===== src/rtl/carregador_cromossomo.sv =====
// Serial chromosome loader: assembles a byte stream into a shadow register and
// commits the complete chromosome atomically to the fenotipo configuration bus.
module carregador_cromossomo #(
    parameter int unsigned CHROM_BITS = 453,
    parameter int unsigned BYTE_W     = 8,
    parameter int unsigned N_BYTES    = 57
) (
    input  logic                              clk,
    input  logic                              rst,
    input  logic                              start,
    input  logic [BYTE_W-1:0]                 byte_in,
    input  logic                              byte_valid,
    output logic                              byte_ready,
    output logic [$clog2(N_BYTES)-1:0]        byte_count,
    output logic [CHROM_BITS-1:0]             cromossomo,
    output logic                              crom_valid,
    output logic                              load_done
);

    localparam int unsigned CNT_W = $clog2(N_BYTES);
    localparam int unsigned SH_W  = $clog2(CHROM_BITS);
    localparam int unsigned BIT_W = $clog2(BYTE_W);
    localparam logic [CNT_W-1:0] LAST_BYTE = CNT_W'(N_BYTES - 1);

    typedef enum logic [1:0] {
        IDLE,
        LOAD,
        COMMIT
    } state_t;

    state_t                  state;
    logic [CHROM_BITS-1:0]   shadow;

    always_ff @(posedge clk) begin
        if (rst) begin
            state      <= IDLE;
            shadow     <= '0;
            cromossomo <= '0;
            crom_valid <= 1'b0;
            load_done  <= 1'b0;
            byte_ready <= 1'b0;
            byte_count <= '0;
        end else begin
            load_done <= 1'b0;
            case (state)
                IDLE: begin
                    if (start) begin
                        state      <= LOAD;
                        byte_count <= '0;
                        byte_ready <= 1'b1;
                    end
                end
                LOAD: begin
                    // start has priority over a byte offered in the same cycle
                    if (start) begin
                        byte_count <= '0;
                    end else if (byte_valid && byte_ready) begin
                        // bits beyond CHROM_BITS in the final byte fall outside the loop and are dropped
                        for (int b = 0; b < int'(CHROM_BITS); b++) begin
                            if (b / int'(BYTE_W) == int'(byte_count)) begin
                                shadow[SH_W'(b)] <= byte_in[BIT_W'(b % int'(BYTE_W))];
                            end
                        end
                        if (byte_count == LAST_BYTE) begin
                            state      <= COMMIT;
                            byte_ready <= 1'b0;
                            byte_count <= '0;
                        end else begin
                            byte_count <= byte_count + CNT_W'(1);
                        end
                    end
                end
                COMMIT: begin
                    cromossomo <= shadow;
                    crom_valid <= 1'b1;
                    load_done  <= 1'b1;
                    state      <= IDLE;
                end
                default: begin
                    state      <= IDLE;
                    byte_ready <= 1'b0;
                end
            endcase
        end
    end

endmodule


===== config.mk =====
export PLATFORM = sky130hd
export DESIGN_NAME = carregador_cromossomo
export DESIGN_NICKNAME = d
export VERILOG_FILES = /design/src/rtl/carregador_cromossomo.sv
export SDC_FILE = /design/constraint.sdc
export NUM_CORES = 1
export LEC_CHECK = 0
export ABC_AREA = 1
export BUFFER_PORTS_ARGS = -buffer_cell sky130_fd_sc_hd__buf_2
export CAP_MARGIN = 30
export CORE_AREA = 10 10 174 176
export DETAILED_ROUTE_END_ITERATION = 8
export DIE_AREA = 0 0 184 186
export PLACE_DENSITY_LB_ADDON = 0.08
export SYNTH_ARGS = -nofsm -noshare
export SYNTH_HDL_FRONTEND = slang
export SYNTH_SLANG_ARGS = --single-unit

===== constraint.sdc =====
create_clock -name clk -period 1.95 [get_ports clk]
set_input_delay 0.0975 -clock clk [delete_from_list [all_inputs] [get_ports clk]]
set_output_delay 0.0975 -clock clk [all_outputs]
set_load 0.01 [all_outputs]

==> qor.yml <==
rows: 60
path_max_fanout: 6
rsz0062_at_grt: "false"
synth_area_um2: 12230
cts_made_buffers: 29
place_ws_ps: 81.67
critPathRequiredTime_ps: 2330
end_kind: "flop"
gr-total-overflow: 0
drtPass1Iterations: 5
drt_iter0_drc: 560
track_usage_pct: 17.49
powerDensity_nw_per_um2: 916.9
p_leak_nw: 6.758
finalCriticalPeriod_ps: 1742
synthXorXnorAreaFrac_pct: 0.1433
drcViolationCount: 0
grt_max_degree: 92
die_h_um: 186
wirelength_um: 32270
finalHoldViolations: 0
maxSlewViolCount: 0
place_inst: 2076
fin_ws_ps: 208.1
synth_compound_area_share_pct: 10.82
maxCapViolCount: 0
regArea_um2: 5345
tightest_slew_ps: 789.1
critPathLaunchType: "flop"
cts_tree: "built"
routedWlPerCell_um: 15.13
final_common_cell: "conb_1"
fin_crit_sh_pct: 89.33
async_reset_ff_share_pct: 0
tns_ps: 0
gp_congestion: 0.8123
initial_core_util_pct: 45.75
clockBufferDepth: 3
final-setup-viol-count: 0
synth_cell_types: 24
synth_top_family_by_area: "buffers and inverters"
run_status: "finished clean"
io_buffer_count: 144
antenna_found_initial: 2
clock-skew-final_ps: 23.42
place_hpwl_um: 22960
antenna_left: 0
synthAdderAreaFrac_pct: 0.4093
die_area_um2: 34220
syn_area_per_cell_um2: 7.483
root_buffer: "clkbuf_16"
clk_latency_ps: 550
slew_headroom_pct: 47.39
synth-seq-cells: 267
yosys.area_share.simple_pct: 19.75
final_cells: 2132
nets: 1785
critical_path_class: "flop to flop"
clkTransAtPathRegs_ps: 60
synthCells: 1634
core-area_um2: 26730
synthMuxAreaShare_pct: 0
most-common-layout-cells: "conb_1, nor2_1, dfxtp_1, nand2_1, buf_2"
synth_seq_area_share_pct: 43.71
htreeDepth: 1
ys.flop_type: "dfxtp_1"
syn_to_final_growth_pct: 7.930
grt_pass1_wl_um: 49510
pin_count: 474
fmax_mhz: 574.1
synth-edff-count: 0
whs_ps: 130.9
cts.sinks: 267
cp_data_arrival_time_ps: 2120
die_x_um: 184
vias_per_cell: 4.345
ir_drop_mv: 0.5950
final.fill_count: 2667
hold_path.class: "input pin to flop"
grt_pass1_vias: 9080
multi_input_area_um2: 5032
num_vias: 9263
drive_gt1_share_pct: 13.30
yosys_warnings: 0
## flip-flops by register name (all words and copies together) (netlist names)
name / flops
cromossomo: 128
shadow: 128
byte_count: 6
state: 2
byte_ready: 1
crom_valid: 1
load_done: 1
## repair_timing
action / in CTS / in global routing
endpoints found under the setup margin: 0 / 8
setup buffers: 0 / 0
hold endpoints to repair: 29 / 0
hold buffers: 3 / 0
resized for setup: 0 / 1
## layer usage
layer,global-route usage (%),vias to the layer above,share of wire [%]
li1,-,4750,-
met1,19.62,4177,40
met2,31.52,295,50
met3,5.401,39,8.7
met4,4.261,2,1.6
met5,0,-,0.040
## where the power goes
part	leakage, nW	total, mW	switching, mW	internal [mW]
Combinational	4.12	0.965	0.765	0.200
Clock	0.484	5.49	2.19	3.30
Sequential	2.16	5.64	0.0672	5.58
Total	6.76	12.1	3.02	9.08
## cell usage after synthesis, types with 2 or more instances
library cell | n | area, um2
buf_4 | 325 | 2440
o21ai_0 | 133 | 665.6
nand2_1 | 246 | 923.4
nand2_2 | 5 | 31.28
nor2_1 | 282 | 1059
inv_2 | 2 | 7.510
nor3_4 | 2 | 32.53
clkbuf_1 | 61 | 229.0
ha_1 | 4 | 50.05
buf_1 | 2 | 7.510
nor2_2 | 2 | 12.51
a21oi_1 | 130 | 650.6
inv_1 | 84 | 315.3
nand3_1 | 69 | 345.3
xor2_1 | 2 | 17.52
dfxtp_1 | 267 | 5345
buf_2 | 11 | 55.05
## final timing paths
kind                              startpoint                     endpoint  slack, ps  cells past startpoint
setup / recovery  byte_count[1]$_SDFFE_PP0P_     shadow[139]$_SDFFE_PP0P_        210                      7
hold / removal                    byte_in[2]      shadow[58]$_SDFFE_PP0P_        130                      3
hold reg to reg      shadow[33]$_SDFFE_PP0P_  cromossomo[33]$_SDFFE_PP0N_        450                      2
setup reg to reg  byte_count[1]$_SDFFE_PP0P_     shadow[139]$_SDFFE_PP0P_        210                      7
## critical path: stages (launching register included)
cell and delay [ps]:
dfxtp_1 340, inv_1 100, ha_1 150, inv_1 80
nor2_1 510, nand2_1 220, nand2_1 110, a21oi_1 60
## cell type report
class                           count  area share (%)
Antenna cell                        1         0.01896
Clock buffer                       46           6.892
Clock inverter                      6          0.4456
Inverter                           87           2.493
Multi-Input combinational cell   1203           38.13
Sequential cell                   267           40.50
Tap cell                          341           3.233
Timing Repair Buffer              181           8.286
## logic make-up after synthesis
family                   after synthesis
AND/OR/NAND/NOR                      608
other                                  1
AO/OA/AOI/OAI                        264
XOR/XNOR                               2
adder cells (fa/ha/maj)                4
flip-flops                           267
buffers and inverters                488
## through the flow
| stage | instance area [um2] | util [%] | power (mW) |
|---|---|---|---|
| 2_1_floorplan | 13440 | - | 6.869 |
| 3_3_place_gp | 12190 | 45.63 | 6.686 |
| 3_5_place_dp | 12190 | 45.63 | 6.683 |
| 4_1_cts | 13190 | 49.36 | 12.20 |
| 5_1_grt | 13200 | 49.38 | 12.60 |
| 6_report | 13200 | 49.38 | 12.10 |
Note: power is estimated with default switching activity, not from simulation.
